### src/rtl/pipe_stage_reg_if.sv
// Valid/ready handshake bundle for one pipeline stage register.
// slave: stage side; master: upstream/downstream driver side.
interface pipe_stage_reg_if #(
   parameter int DATA_W = 32
);
   logic              flush;
   logic              in_valid;
   logic              in_ready;
   logic [DATA_W-1:0] in_data;
   logic              out_valid;
   logic              out_ready;
   logic [DATA_W-1:0] out_data;
   logic [1:0]        occupancy;

   modport slave (
      input  flush,
      input  in_valid,
      output in_ready,
      input  in_data,
      output out_valid,
      input  out_ready,
      output out_data,
      output occupancy
   );

   modport master (
      output flush,
      output in_valid,
      input  in_ready,
      output in_data,
      input  out_valid,
      output out_ready,
      input  out_data,
      input  occupancy
   );
endinterface

### src/rtl/pipe_stage_reg.sv
// Pipeline stage register with valid/ready, flush and a 2-entry skid buffer.
// Ports: clk, reset (sync, active-low), bus (pipe_stage_reg_if.slave:
//   flush, in_valid/in_ready/in_data, out_valid/out_ready/out_data, occupancy).
// Optional PIPE_STAGE_PERF_EN adds stall_cnt and flush_cnt outputs.
module pipe_stage_reg #(
   parameter int DATA_W = 32,
   parameter int CNT_W  = 32
) (
   input  logic                clk,
   input  logic                reset,
`ifdef PIPE_STAGE_PERF_EN
   output logic [CNT_W-1:0]    stall_cnt,
   output logic [CNT_W-1:0]    flush_cnt,
`endif
   pipe_stage_reg_if.slave     bus
);

   typedef enum logic [1:0] {
      EMPTY = 2'd0,
      ONE   = 2'd1,
      FULL  = 2'd2
   } state_t;

   state_t            state_q, state_d;
   logic [DATA_W-1:0] main_q, main_d;
   logic [DATA_W-1:0] skid_q, skid_d;
   logic              in_ready_q, in_ready_d;
   logic              out_valid_q, out_valid_d;

   logic accept;
   logic pop;

   assign accept = bus.in_valid & in_ready_q;
   assign pop    = out_valid_q & bus.out_ready;

   always_comb begin
      state_d = state_q;
      main_d  = main_q;
      skid_d  = skid_q;
      if (bus.flush) begin
         // Data regs keep stale contents; only the valid state clears.
         state_d = EMPTY;
      end else begin
         unique case (state_q)
            EMPTY: begin
               if (accept) begin
                  state_d = ONE;
                  main_d  = bus.in_data;
               end
            end
            ONE: begin
               unique case (1'b1)
                  (accept & pop): begin
                     main_d = bus.in_data;
                  end
                  (accept & ~pop): begin
                     state_d = FULL;
                     skid_d  = bus.in_data;
                  end
                  (~accept & pop): begin
                     state_d = EMPTY;
                  end
                  default: begin
                     state_d = ONE;
                  end
               endcase
            end
            FULL: begin
               // in_ready is low here, so only a pop can move us.
               if (pop) begin
                  state_d = ONE;
                  main_d  = skid_q;
               end
            end
            default: begin
               state_d = EMPTY;
            end
         endcase
      end
      // Handshake outputs come straight from the next state so they
      // leave the block as flops with no input-to-output path.
      in_ready_d  = (state_d != FULL);
      out_valid_d = (state_d != EMPTY);
   end

   always_ff @(posedge clk) begin
      if (!reset) begin
         state_q     <= EMPTY;
         main_q      <= '0;
         skid_q      <= '0;
         in_ready_q  <= 1'b1;
         out_valid_q <= 1'b0;
      end else begin
         state_q     <= state_d;
         main_q      <= main_d;
         skid_q      <= skid_d;
         in_ready_q  <= in_ready_d;
         out_valid_q <= out_valid_d;
      end
   end

   assign bus.in_ready  = in_ready_q;
   assign bus.out_valid = out_valid_q;
   assign bus.out_data  = main_q;
   assign bus.occupancy = state_q;

`ifdef PIPE_STAGE_PERF_EN
   logic [CNT_W-1:0] stall_cnt_q, stall_cnt_d;
   logic [CNT_W-1:0] flush_cnt_q, flush_cnt_d;

   always_comb begin
      stall_cnt_d = stall_cnt_q;
      flush_cnt_d = flush_cnt_q;
      if (out_valid_q & ~bus.out_ready) begin
         stall_cnt_d = stall_cnt_q + CNT_W'(1);
      end
      // Only flushes that actually discard something are counted.
      if (bus.flush & ((state_q != EMPTY) | bus.in_valid)) begin
         flush_cnt_d = flush_cnt_q + CNT_W'(1);
      end
   end

   always_ff @(posedge clk) begin
      if (!reset) begin
         stall_cnt_q <= '0;
         flush_cnt_q <= '0;
      end else begin
         stall_cnt_q <= stall_cnt_d;
         flush_cnt_q <= flush_cnt_d;
      end
   end

   assign stall_cnt = stall_cnt_q;
   assign flush_cnt = flush_cnt_q;
`endif

   // A stalled output must hold its payload until popped or flushed.
   a_stall_stable : assert property (
      @(posedge clk) disable iff (!reset)
      (out_valid_q && !bus.out_ready && !bus.flush)
      |=> (out_valid_q && $stable(main_q))
   );

   // Skid entry exists only when input is blocked.
   a_ready_state : assert property (
      @(posedge clk) disable iff (!reset)
      (in_ready_q == (state_q != FULL))
   );

endmodule

### src/flat_wrapper.sv
// flat-port wrapper written by rule: the top's interface ports become plain ports
module pipe_stage_reg_flat 
#(
   parameter int DATA_W = 32,
   parameter int CNT_W  = 32
)
  (clk, reset, bus_flush, bus_in_valid, bus_in_ready, bus_in_data, bus_out_valid, bus_out_ready, bus_out_data, bus_occupancy);
  pipe_stage_reg_if #(.DATA_W(DATA_W)) bus_i ();
  input  logic clk;
  input  logic reset;
  input wire logic [$bits(bus_i.flush)-1:0] bus_flush;
  input wire logic [$bits(bus_i.in_valid)-1:0] bus_in_valid;
  output wire logic [$bits(bus_i.in_ready)-1:0] bus_in_ready;
  input wire logic [$bits(bus_i.in_data)-1:0] bus_in_data;
  output wire logic [$bits(bus_i.out_valid)-1:0] bus_out_valid;
  input wire logic [$bits(bus_i.out_ready)-1:0] bus_out_ready;
  output wire logic [$bits(bus_i.out_data)-1:0] bus_out_data;
  output wire logic [$bits(bus_i.occupancy)-1:0] bus_occupancy;
  assign bus_i.flush = bus_flush;
  assign bus_i.in_valid = bus_in_valid;
  assign bus_in_ready = bus_i.in_ready;
  assign bus_i.in_data = bus_in_data;
  assign bus_out_valid = bus_i.out_valid;
  assign bus_i.out_ready = bus_out_ready;
  assign bus_out_data = bus_i.out_data;
  assign bus_occupancy = bus_i.occupancy;
  pipe_stage_reg #(.DATA_W(DATA_W), .CNT_W(CNT_W)) u_core (.clk(clk), .reset(reset), .bus(bus_i));
endmodule
### config.mk
export PLATFORM = sky130hd
export DESIGN_NAME = pipe_stage_reg_flat
export DESIGN_NICKNAME = d
export VERILOG_FILES = /design/src/rtl/pipe_stage_reg_if.sv /design/src/rtl/pipe_stage_reg.sv /design/src/flat_wrapper.sv
export SDC_FILE = /design/constraint.sdc
export NUM_CORES = 1
export LEC_CHECK = 0
export BUFFER_PORTS_ARGS = -buffer_cell sky130_fd_sc_hd__buf_2
export CAP_MARGIN = 25
export CORE_ASPECT_RATIO = 1.5
export CORE_MARGIN = 1.5
export CORE_UTILIZATION = 47
export CTS_CLUSTER_SIZE = 24
export DETAILED_ROUTE_END_ITERATION = 16
export GPL_ROUTABILITY_DRIVEN = 0
export PLACE_DENSITY = 0.75
export SLEW_MARGIN = 20
export SYNTH_ARGS = -nofsm -noshare
export SYNTH_HDL_FRONTEND = slang
export SYNTH_SLANG_ARGS = --single-unit
### constraint.sdc
create_clock -name clk -period 1.6 [get_ports clk]
set_clock_uncertainty 0.1 [all_clocks]
set_input_delay 0 -clock clk [delete_from_list [all_inputs] [get_ports clk]]
set_output_delay 0 -clock clk [all_outputs]
set_load 0.005 [all_outputs]
# Word-level counts from Yosys, hierarchy flattened
# Cells that the tools add are included.
totals:
  word_cells: 33
  ff_bits: 68
  inputBits: 37
  output_inout_bits: 36
classes:
  reduce_logical: 5
  bitwise_logic: 8
  muxes: 9
  n_eq_ne: 6
op_table:
  columns: ["cell", "count"]
  rows:
  - ["two-way mux 32 bit", 3]
  - ["case mux 32 bit (3 select lines)", 1]
  - ["case mux 2 bit (3 select lines)", 2]
  - ["two-way mux 2 bit", 3]
  - ["!= test 2 x 1 -> 1 bit (second input constant)", 3]
  - ["bitwise AND 1 bit", 5]
  - ["AND reduction 5 bit", 1]
  - ["inverter 1 bit", 3]
  - ["AND reduction 3 bit", 1]
  - ["nonzero test 3 bit", 1]
  - ["== test 2 x 1 -> 1 bit (second input constant)", 1]
  - ["== test 2 bit (second input constant)", 1]
  - ["logical NOT 2 bit", 1]
  - ["!= test 2 bit (second input constant)", 1]
  - ["nonzero test 2 bit", 1]

# Depth between registers and ports, before layout
# Gate-level depths: netlist (run 1).
depth:
  ltp_word: 7
  ltp_mapped: 8
  ltp_nobuf: 7

# Worst setup path before layout (run 1)
# No wires, ideal clock.
synth_timing:
  kind: "register -> register"
  start: "register u_core.out_valid_q, in the netlist u_core.bus.out_valid"
  end: "register u_core.skid_q[10]"
  path_stages_with_launch: 8
  setup_ps: 76
  period_less_slack_ps: 1717
  path_slack_ps: -117
  required_ps: 1424
  arrival_ps: 1541
  n_path_buf: 2
  cell_sequence: "dfxtp_1 nand2_1 ha_1 nor4bb_1 clkbuf_1 clkbuf_1 nand2_1 a21boi_0"
synth_via:
  elab_chain_cells: 4
synth_lines:
  columns: ["item", "line", "source"]
  rows:
  - ["start, declared", "pipe_stage_reg.sv:28", "logic out_valid_q, out_valid_d;"]
  - ["start signal, assigned", "pipe_stage_reg.sv:98", "out_valid_q <= out_valid_d;"]
  - ["bitwise AND 1 bit", "pipe_stage_reg.sv:34", "assign pop = out_valid_q & bus.out_ready;"]
  - ["inverter 1 bit", "pipe_stage_reg.sv:56", "(accept & ~pop): begin"]
  - ["bitwise AND 1 bit", "pipe_stage_reg.sv:56", null]
  - ["AND reduction 3 bit (no source line)", null, null]
  - ["end signal, assigned", "pipe_stage_reg.sv:96", "skid_q <= skid_d;"]
  - ["end, declared", "pipe_stage_reg.sv:26", "logic [DATA_W-1:0] skid_q, skid_d;"]
# Every way passes these cells.
# A chain may end at the register's enable or synchronous reset.

# Worst setup path in the final report (run 1)
layout_timing:
  start: "register u_core.in_ready_q, in the netlist u_core.bus.in_ready"
  end: "register u_core.main_q[12], in the netlist u_core.bus.out_data[12]"
layout_via:
  elab_chain_cells: 4
  word_cells_on_any_way: 5
  cone_classes: "eq/ne (2); bitwise (2); reduce/logical (1)"
layout_lines:
  columns: ["item", "line", "source"]
  rows:
  - ["start, declared", "pipe_stage_reg.sv:27", "logic in_ready_q, in_ready_d;"]
  - ["start signal, assigned", "pipe_stage_reg.sv:97", "in_ready_q <= in_ready_d;"]
  - ["bitwise AND 1 bit (*)", "pipe_stage_reg.sv:33", "assign accept = bus.in_valid & in_ready_q;"]
  - ["bitwise AND 1 bit", "pipe_stage_reg.sv:53", "(accept & pop): begin"]
  - ["!= test 2 x 1 -> 1 bit (no source line)", null, null]
  - ["AND reduction 5 bit (no source line) (*)", null, null]
  - ["end signal, assigned", "pipe_stage_reg.sv:95", "main_q <= main_d;"]
  - ["end, declared", "pipe_stage_reg.sv:25", "logic [DATA_W-1:0] main_q, main_d;"]
# Every way passes the cells marked *; elsewhere a longest branch is shown, timed or not.

==> qor.csv, run 1 <==
stage,metric,value,unit
run_status,outcome,"complete, but fails checks",
run_status,failing checks,negative setup slack,
floorplan,Initial Util,47.9,%
synth,top-count cell post-synth,nand2_1,
synth,Mapped Cells,310,
critical_path,Worst Path Required,1.74,ns
hold_path,worst hold path type,primary input to register,
critical_path,Worst setup SP type,register,
detailed_routing,post-route ant nets,0,
detailed_routing,drt total wl,7940,um
grt,first-pass GRT wire length,12400,um
cells_and_area,nets,469,
power_and_ir_drop,switch share,24.8,%
clock_network,CTS Buf Count,9,
clock_network,Worst-path clk slew,0.07,ns
synth,"Primary FF master, synth",dfxtp_1,
clock_network,"Clk Latency, worst-skew pair",0.34,ns
detailed_routing,Vias/cell,5.19,
power_and_ir_drop,maximum VDD drop,0.000745,V
synth,"Distinct cells, synth",24,
floorplan,die span in y,99.5,um
cells_and_area,sequential cell area,1370,um2
clock_network,clock tree from TritonCTS,done,
critical_path,Crit path arrival time,1.77,ns
grt,largest net degree at the start of global routing,36,
detailed_routing,wire length on met2,4270,um
cells_and_area,multi-input logic area,1540,um2
synth,synthesized area,2920,um2
sta,RSZ-0062 raised after global routing,true,
synth,Synth area leader,dfxtp_1,
synth,Yosys top cell area share,46.7,%
cells_and_area,Area Growth Syn to Fin,47.7,%
grt,initial antenna violation count,0,
power_and_ir_drop,Clk pwr share,36.1,%
sta,setup ws final,-0.0333,ns
critical_path,Critical Path Fanout Max,13,
sta,Slew @ Worst Pin,0.326,ns
sta,Final Max Tran Viols,0,
place,PortBufs,72,
detailed_routing,DRC,0,
detailed_routing,Via Count,2641,
synth,synthesized net count,348,
detailed_routing,top routing layer used,met4,
clock_network,clk sink count,68,
detailed_routing,DR WL met3,216,um
detailed_routing,Avg WL per Cell,15.6,um
synth,Synth Area per Inst,9.41,um2
detailed_routing,WL met1,3240,um
grt,gr ovfl total,0,
floorplan,Core Rows,35,
power_and_ir_drop,combinational share of power,15.2,%
synth,Ys Warns,0,
sta,"Hold Vio Cnt, Final",0,
clock_network,Clock Root Buffer,clkbuf_8,
cells_and_area,share of layout cells above drive strength 1,33.6,%
sta,max_slew headroom,78.3,%
critical_path,critical path type,register to register,
power_and_ir_drop,total power,3.72,mW
synth,sequential share of the synthesized area,46.7,%
synth,"FFs w/ async S/R, synth",0,%
grt,Tot GR Track Use,25.0,%
clock_network,htree depth,3,
critical_path,crit path capture type,register,
place,detailed-placement wirelength estimate,4150,um
grt,vias in the first global route,2648,
sta,Setup TNS,-0.495,ns
sta,Max Freq,0.612,GHz
power_and_ir_drop,PD cells,864,nW/um2
clock_network,CTS Buffer Depth,2,
job,Max-Cap Viols,0,
synth,"FF+latch count, synth",68,
place,post-place instance area,3400,um2
power_and_ir_drop,Int Pwr,2.80,mW
detailed_routing,Pre-antenna DRT Iters,4,
power_and_ir_drop,Seq pwr share,48.7,%
sta,Final min period,1.63,ns
sta,final worst path period share,102,%
power_and_ir_drop,Net Sw Power,0.922,mW
floorplan,I/O pin total,73,
synth,largest cells by area after synthesis,"dfxtp_1, nand2_1, mux2i_1",
synth,"EDFF count, synth",0,
cells_and_area,antenna cells,0,
cells_and_area,fin area,4310,um2
floorplan,placeable core area,6090,um2
floorplan,Die Area,6700,um2
synth,top post-synthesis cells by count,"nand2_1, dfxtp_1, a21boi_0, mux2i_1, o211a_1",
power_and_ir_drop,LEAKAGE,2.35,nW
floorplan,Die Wd,67.3,um
cells_and_area,Fillers,450,
sta,Final setup viols,30,
detailed_routing,1st-iter DRT viols,136,
-- final cells by class --
class | count | area share, %
clock inverters | 5 | 1.25
flip-flops and latches | 68 | 31.7
clock buffers | 10 | 2.96
inverters | 3 | 0.261
well taps | 74 | 2.15
repair buffers | 134 | 26.0
multi-input cells | 215 | 35.7
-- power groups by stage --
stage	logic (mW)	clock network [mW]	registers, mW
4_1_cts	0.532	1.36	1.81
6_report	0.567	1.34	1.81
2_1_floorplan	0.215	0	1.85
3_5_place_dp	0.389	0	1.85
3_3_place_gp	0.381	0	1.85
5_1_grt	0.615	1.44	1.82
-- flip-flops by register name (all words and copies together), names as in the netlist --
register              count
u_core.bus.occupancy      2
u_core.bus.out_data      32
u_core.bus.out_valid      1
u_core.skid_q            32
u_core.bus.in_ready       1
-- cells by family (layout without fill, tap and decap cells) --
| logic type | Yosys count | count (layout) | synth area share [%] |
|---|---|---|---|
| AO/OA/AOI/OAI | 72 | 72 | 21.5 |
| adder cells (fa/ha/maj) | 1 | 1 | 0.429 |
| buffers and inverters | 27 | 152 | 5.27 |
| flip-flops | 68 | 68 | 46.7 |
| multiplexers | 32 | 32 | 11.0 |
| AND/OR/NAND/NOR | 110 | 110 | 15.1 |
-- placed cells by master (no fill, tap or decap), types with 3 or more instances in the layout --
cell type / n
a21boi_1: 22
a21boi_2: 9
a21oi_1: 3
buf_12: 5
buf_16: 4
buf_2: 71
buf_4: 12
buf_6: 3
clkbuf_8: 9
clkinv_2: 3
dfxtp_1: 64
dfxtp_2: 4
dlygate4sd3_1: 35
mux2i_1: 32
nand2_1: 85
nand2_2: 7
nand2_4: 7
o211a_1: 32
-- worst paths after layout --
| kind | startpoint | endpoint | slack, ns | depth (start not counted) |
|---|---|---|---|---|
| worst max-delay path | u_core.bus.in_ready | u_core.bus.out_data[12] | -0.03 | 7 |
| worst min-delay path | bus_flush | u_core.bus.out_valid | 0.01 | 3 |
| worst max register to register | u_core.bus.in_ready | u_core.bus.out_data[12] | -0.03 | 7 |
| worst min register to register | u_core.skid_q[4] | u_core.skid_q[4] | 0.35 | 2 |
-- what timing repair did --
item | in CTS | in global routing
resized for setup | 12 | 66
endpoints found under the hold margin | 68 | 0
cloned | 5 | 2
hold buffers | 35 | 0
endpoints found under the setup margin | 64 | 64
buffers inserted | 7 | 1
pin swaps | 3 | 19
-- routing by layer --
layer	track usage [%]	vias to the layer above
li1	-	1313
met3	4.19	13
met1	28.0	1251
met2	43.9	64
met4	13.0	0
met5	0	-
-- per-stage QoR --
| step | hold slack [ns] | setup slack, ns | cells | util, % |
|---|---|---|---|---|
| floorplan | 0.00223 | -0.0638 | 310 | - |
| CTS | 0.0124 | -0.0347 | 508 | 68.3 |
| finish | 0.0143 | -0.0333 | 509 | 70.8 |
| detailed placement | 0.136 | -0.0872 | 446 | 55.9 |
| global route | 0.0321 | -0.0947 | 509 | 70.8 |
| global placement | 0.134 | 0.00180 | 446 | 55.9 |
-- critical path, stage by stage, from the launching register on --
cell	delay (ns)
dfxtp_2	0.34
buf_4	0.10
nand3b_1	0.12
a221oi_4	0.34
buf_6	0.18
buf_12	0.14
nand2_1	0.07
o211a_1	0.13
(Power assumes the default switching activity.)
==> run 2, diff against run 1 <==
CELL_PAD_IN_SITES_DETAIL_PLACEMENT = 1   (was not set)
CELL_PAD_IN_SITES_GLOBAL_PLACEMENT = 2   (was not set)
CORE_UTILIZATION = 28   (was 47)
CTS_CLUSTER_DIAMETER = 80   (was not set)
PLACE_DENSITY = not set   (was 0.75)
PLACE_DENSITY_LB_ADDON = 0.1   (was not set)
SETUP_SLACK_MARGIN = 0.2   (was not set)
==> run 2 against run 1 <==
Against the previous run:
- setup slack improved by 0.015 ns
- largest power group is now clock
- clock power increased by 45%
- largest cell class unchanged
- count of clock-buffer cells in the layout up 3
- sequential cell count unchanged
- the run still ends with negative setup slack left
- design area is 5.6% higher
- critical endpoint is now u_core.bus.out_data[13]
- sequential power barely moved
- wire length rose by 11%
==> qor.csv, run 2 (same netlist as run 1, synthesis figures left out) <==
stage,metric,value,unit,change
run_status,outcome,"complete, but fails checks",,
run_status,failing checks,negative setup slack,,
cells_and_area,share of layout cells above drive strength 1,33.9,%,+0.37 points
detailed_routing,Vias/cell,4.83,,-6.8%
place,PortBufs,72,,unchanged
clock_network,htree depth,3,,unchanged
sta,"Hold Vio Cnt, Final",0,,unchanged
grt,vias in the first global route,2812,,+6.2%
critical_path,Crit path arrival time,1.79,ns,+0.02 ns
critical_path,critical path type,register to register,,
hold_path,worst hold path type,primary input to register,,
place,placed cell count,496,,+11%
floorplan,placeable core area,10100,um2,+66%
power_and_ir_drop,LEAKAGE,2.44,nW,+3.8%
clock_network,"Clk Latency, worst-skew pair",0.33,ns,about the same
sta,final worst path period share,101,%,-0.96 points
grt,gr ovfl total,0,,unchanged
clock_network,clock tree from TritonCTS,done,,
grt,first-pass GRT wire length,13800,um,+11%
grt,largest net degree at the start of global routing,54,,+50%
clock_network,Worst-path clk slew,0.05,ns,-0.02 ns
detailed_routing,Pre-antenna DRT Iters,4,,unchanged
clock_network,clk sink count,68,,unchanged
detailed_routing,1st-iter DRT viols,48,,-65%
sta,Slew @ Worst Pin,0.326,ns,+0.0000366 ns
floorplan,Die Wd,86.4,um,+28%
detailed_routing,drt total wl,8820,um,+11%
sta,Max Freq,0.618,GHz,+0.95%
critical_path,Worst Path Required,1.77,ns,+0.03 ns
clock_network,Clock Root Buffer,clkbuf_16,,
sta,hold slack,0.0168,ns,+0.00250 ns
sta,max_slew headroom,78.3,%,about the same
sta,RSZ-0062 raised after global routing,true,,
sta,setup ws final,-0.0180,ns,+0.0153 ns
critical_path,Critical Path Fanout Max,9,,-4
floorplan,I/O pin total,73,,unchanged
sta,Final setup viols,9,,-70%
floorplan,Initial Util,28.8,%,-19 points
detailed_routing,Via Count,2702,,+2.3%
power_and_ir_drop,maximum VDD drop,0.000612,V,-18%
sta,Final min period,1.62,ns,-0.0153 ns
detailed_routing,post-route ant nets,0,,unchanged
grt,Tot GR Track Use,16.5,%,-8.5 points
job,Max-Cap Viols,0,,unchanged
cells_and_area,"commonest non-fill, non-tap cell in the layout",nand2_1,,
clock_network,CTS Buf Count,9,,unchanged
power_and_ir_drop,total power,4.32,mW,+16%
critical_path,Worst setup SP type,register,,
cells_and_area,nets,476,,+1.5%
sta,Setup TNS,-0.0670,ns,+0.428 ns
detailed_routing,Avg WL per Cell,15.8,um,+1.2%
floorplan,Die Area,11100,um2,+65%
place,detailed-placement wirelength estimate,5130,um,+23%
power_and_ir_drop,PD cells,949,nW/um2,+9.8%
floorplan,Core Rows,45,,+29%
sta,Final Max Tran Viols,0,,unchanged
detailed_routing,DRC,0,,unchanged
clock_network,CTS Buffer Depth,2,,unchanged
critical_path,crit path capture type,register,,
grt,initial antenna violation count,0,,unchanged
cells_and_area,antenna cells,0,,unchanged
cells_and_area,"commonest cells after routing, fill and taps aside","nand2_1, buf_2, dfxtp_1",,
place,dpl ws,-0.0943,ns,-0.00710 ns
floorplan,die span in y,128,um,+29%
cells_and_area,Area Growth Syn to Fin,56.0,%,
cells_and_area,final cell count without fillers,559,,+9.8%
[run 2: layout make-up]
cell class / count / area [um2]
Inverter: 3 / 11.3
Fill cell: 1196 / 5580
Clock buffer: 13 / 250
Sequential cell: 68 / 1370
Multi-Input combinational cell: 215 / 1540
Clock inverter: 2 / 35.0
Timing Repair Buffer: 141 / 1200
Tap cell: 117 / 146
[run 2: repair_timing]
item                       CTS  global route
gates cloned                 3             3
setup endpoints to repair   64            65
buffers inserted             5             2
hold endpoints to repair    66             1
hold buffers                35             1
pin swaps                    3            21
gates resized for setup     27            47
[run 2: final timing paths]
| kind | start | to | slack (ns) | cells past startpoint |
|---|---|---|---|---|
| worst min register to register | u_core.skid_q[2] | u_core.skid_q[2] | 0.35 | 2 |
| worst max register to register | u_core.bus.out_valid | u_core.bus.out_data[13] | -0.02 | 7 |
| worst min-delay path | bus_out_ready | u_core.bus.in_ready | 0.02 | 4 |
| worst max-delay path | u_core.bus.out_valid | u_core.bus.out_data[13] | -0.02 | 7 |
[run 2: worst max-delay path: stages (launching register included)]
cell	delay (ns)
dfxtp_2	0.35
nand2_4	0.07
buf_4	0.14
a221oi_4	0.27
buf_6	0.20
buf_12	0.13
clkbuf_16	0.15
o211a_1	0.14
[run 2: per-stage QoR]
step	utilization [%]	cell area (um2)
after floorplan	-	2930
after global placement	34.8	3520
after detailed placement	34.8	3520
after CTS	42.6	4320
after global routing	44.9	4550
final	44.9	4550
[run 2: routing by layer]
layer  global-route usage [%]  part of all wire (%)  vias up  routed length, um
met1                     19.0                    43     1307               3760
met5                        0                     0        -                  0
met2                     28.6                    53       58               4650
met3                     3.41                   2.7       12                236
li1                         -                     -     1325                  -
met4                     7.97                   2.0        0                176
[run 2: power breakdown]
part           switching [mW]  total (mW)  internal [mW]
logic                   0.244       0.569          0.325
registers              0.0408        1.81           1.77
clock network           0.698        1.94           1.24
total                   0.982        4.32           3.34
==> run 3, diff against run 2 <==
BUFFER_PORTS_ARGS = -buffer_cell sky130_fd_sc_hd__buf_4   (was -buffer_cell sky130_fd_sc_hd__buf_2)
CORE_UTILIZATION = 32   (was 28)
REMOVE_ABC_BUFFERS = 1   (was not set)
clock period = 1.7 ns   (was 1.6 ns; I/O delays follow)
==> run 3 against run 2 <==
Against the previous run:
- the run now ends clean
- wire length grew 0.46%
- clock power decreased by 13%
- sequential power decreased by 6%
- sequential cell count unchanged
- non-clock buffer count fell by 9
- count of clock-buffer cells in the layout is 1 higher
- sequential share of layout area decreased by 1.1 points
- first-iteration DRC count increased by 10%
- fmax fell by 1.2%
- die area decreased by 12%
- global-route usage rose by 2.5 points
==> qor.csv, run 3 (same netlist as run 1, synthesis figures left out) <==
stage,metric,value,unit,change
grt,Tot GR Track Use,19.0,%,+2.5 points
floorplan,Core Rows,42,,-6.7%
detailed_routing,Via Count,2675,,-1.0%
floorplan,Initial Util,33.0,%,+4.3 points
sta,setup ws final,0.0618,ns,+0.0798 ns
power_and_ir_drop,LEAKAGE,2.52,nW,+3.3%
grt,largest net degree at the start of global routing,35,,-35%
critical_path,Worst setup SP type,register,,
sta,RSZ-0062 raised after global routing,true,,
grt,first-pass GRT wire length,13800,um,-0.30%
sta,Max Freq,0.610,GHz,-1.2%
detailed_routing,Pre-antenna DRT Iters,4,,unchanged
power_and_ir_drop,maximum VDD drop,0.000666,V,+8.7%
clock_network,clock tree from TritonCTS,done,,
detailed_routing,drt total wl,8860,um,+0.46%
clock_network,clk sink count,68,,unchanged
job,Max-Cap Viols,0,,unchanged
critical_path,critical path's slowest cell,dfxtp_4,,
detailed_routing,Vias/cell,4.92,,+1.7%
clock_network,CTS Buf Count,9,,unchanged
cells_and_area,final cell count without fillers,544,,-2.7%
critical_path,Crit path arrival time,1.76,ns,-0.03 ns
floorplan,Die Area,9710,um2,-12%
critical_path,Reg2Reg Depth,6,,-1
sta,final worst path period share,96.4,%,-4.8 points
critical_path,Critical Path Fanout Max,19,,+10
critical_path,Worst Path Required,1.82,ns,+0.05 ns
cells_and_area,"commonest cells after routing, fill and taps aside","nand2_1, buf_4, dfxtp_1",,
critical_path,FF-to-FF Start,u_core.bus.occupancy[1],,
critical_path,CP top delay family,compound AO/OA/AOI/OAI gates,,
grt,initial antenna violation count,0,,unchanged
grt,gr ovfl total,0,,unchanged
critical_path,reg2reg end,u_core.bus.out_data[31],,
place,placed cell count,479,,-3.4%
hold_path,worst hold start,reset,,
run_status,outcome,"finished, final reports clean",,
critical_path,CP Cell Sequence,"or2_4, a221oi_4, buf_6, buf_12, nand2_1, o211a_1",,
grt,vias in the first global route,2808,,-0.14%
cells_and_area,Area Growth Syn to Fin,61.8,%,
hold_path,worst hold path type,primary input to register,,
detailed_routing,1st-iter DRT viols,53,,+10%
critical_path,"slowest stage delay, CP",0.37,ns,+0.02 ns
hold_path,depth of the worst hold-timing path,2,,-2
critical_path,crit path capture type,register,,
place,detailed-placement wirelength estimate,4680,um,-8.7%
floorplan,die span in y,120,um,-6.3%
power_and_ir_drop,PD cells,846,nW/um2,-11%
critical_path,R2R Setup Slk,0.06,ns,+0.08 ns
cells_and_area,nets,467,,-1.9%
floorplan,placeable core area,8830,um2,-13%
sta,Final setup viols,0,,-9
place,PortBufs,72,,unchanged
detailed_routing,post-route ant nets,0,,unchanged
clock_network,"Clk Latency, worst-skew pair",0.33,ns,about the same
floorplan,I/O pin total,73,,unchanged
clock_network,CTS Buffer Depth,2,,unchanged
hold_path,WHS Endpoint,u_core.bus.out_data[28],,
sta,Final Max Tran Viols,0,,unchanged
sta,Slew @ Worst Pin,0.376,ns,+0.0503 ns
critical_path,critical path type,register to register,,
sta,max_slew headroom,74.9,%,-3.4 points
cells_and_area,share of layout cells above drive strength 1,34.8,%,+0.86 points
sta,Final min period,1.64,ns,+0.0202 ns
clock_network,Clock Root Buffer,clkbuf_16,,
sta,"Hold Vio Cnt, Final",0,,unchanged
cells_and_area,Final Util,53.5,%,+8.6 points
floorplan,Die Wd,81.0,um,-6.2%
detailed_routing,DRC,0,,unchanged
clock_network,htree depth,3,,unchanged
detailed_routing,Avg WL per Cell,16.3,um,+3.2%
place,dpl ws,-0.0567,ns,+0.0376 ns
clock_network,Worst-path clk slew,0.05,ns,about the same
cells_and_area,antenna cells,0,,unchanged
critical_path,Worst Path Buf+Inv,2,,-2
[run 3: cell types whose count changed in the layout (fill, tap and decap cells not counted), sizes merged]
| cell | change |
|---|---|
| dlymetal6s4s | +1 |
| clkinv | +1 |
| dlygate4sd3 | -1 |
| buf | -7 |
| bufinv | -1 |
| clkbuf | -1 |
[run 3: worst max-delay path by stage]
stage	start	endpoint	slack, ns	cells past startpoint
finish	u_core.bus.occupancy[1]	u_core.bus.out_data[31]	0.06	6
global route	u_core.bus.occupancy[0]	u_core.bus.out_data[31]	-0.006	6
CTS	u_core.bus.occupancy[1]	u_core.bus.out_data[9]	0.08	6
detailed placement	u_core.bus.in_ready	u_core.skid_q[24]	-0.06	7
global placement	u_core.bus.out_valid	u_core.skid_q[23]	0.04	6
floorplan	u_core.bus.occupancy[1]	u_core.bus.out_data[0]	-1.77	4
[run 3: timing repair]
action / 4_1_cts / 5_1_grt
endpoints found under the setup margin: 64 / 65
hold buffers: 35 / 0
pin swaps: 3 / 40
gates resized for setup: 39 / 62
setup buffers: 7 / 0
gates cloned: 5 / 2
hold endpoints to repair: 68 / 0
[run 3: metal layers]
metal | part of all wire (%) | up-vias | track usage [%]
met5 | 0 | - | 0
met4 | 1.7 | 0 | 8.30
met3 | 3.1 | 10 | 3.27
met2 | 52 | 51 | 31.9
met1 | 43 | 1304 | 23.1
li1 | - | 1310 | -
[run 3: cell type report]
cell class | instances | area (um2)
timing repair buffer | 132 | 1320
tap | 110 | 138
clock buffer | 14 | 254
multi-input combinational | 215 | 1620
clock inverter | 2 | 10.0
fill | 973 | 4110
sequential | 68 | 1370
inverter | 3 | 11.3
[run 3: per-stage QoR]
step                      hold WS (ns)  instance area (um2)  power [mW]  setup TNS, ns
after global placement           0.132                 3630        2.17              0
after global routing            0.0180                 4720        4.17        -0.0115
after CTS                      0.00978                 4500        4.01              0
final                          0.00329                 4720        3.99              0
after floorplan                0.00986                 2780        1.91        -113.82
after detailed placement         0.129                 3630        2.18         -0.663
[run 3: worst register-to-register path: cells and delay by family (launching register included)]
family	cells	cell delay, ns
buffers and inverters	2	0.34
flip-flops	1	0.37
AO/OA/AOI/OAI	2	0.39
AND/OR/NAND/NOR	2	0.33
[run 3: power by group]
part | switching, mW | total (mW) | internal (mW)
logic | 0.241 | 0.603 | 0.362
clock network | 0.658 | 1.68 | 1.02
registers | 0.0438 | 1.71 | 1.67
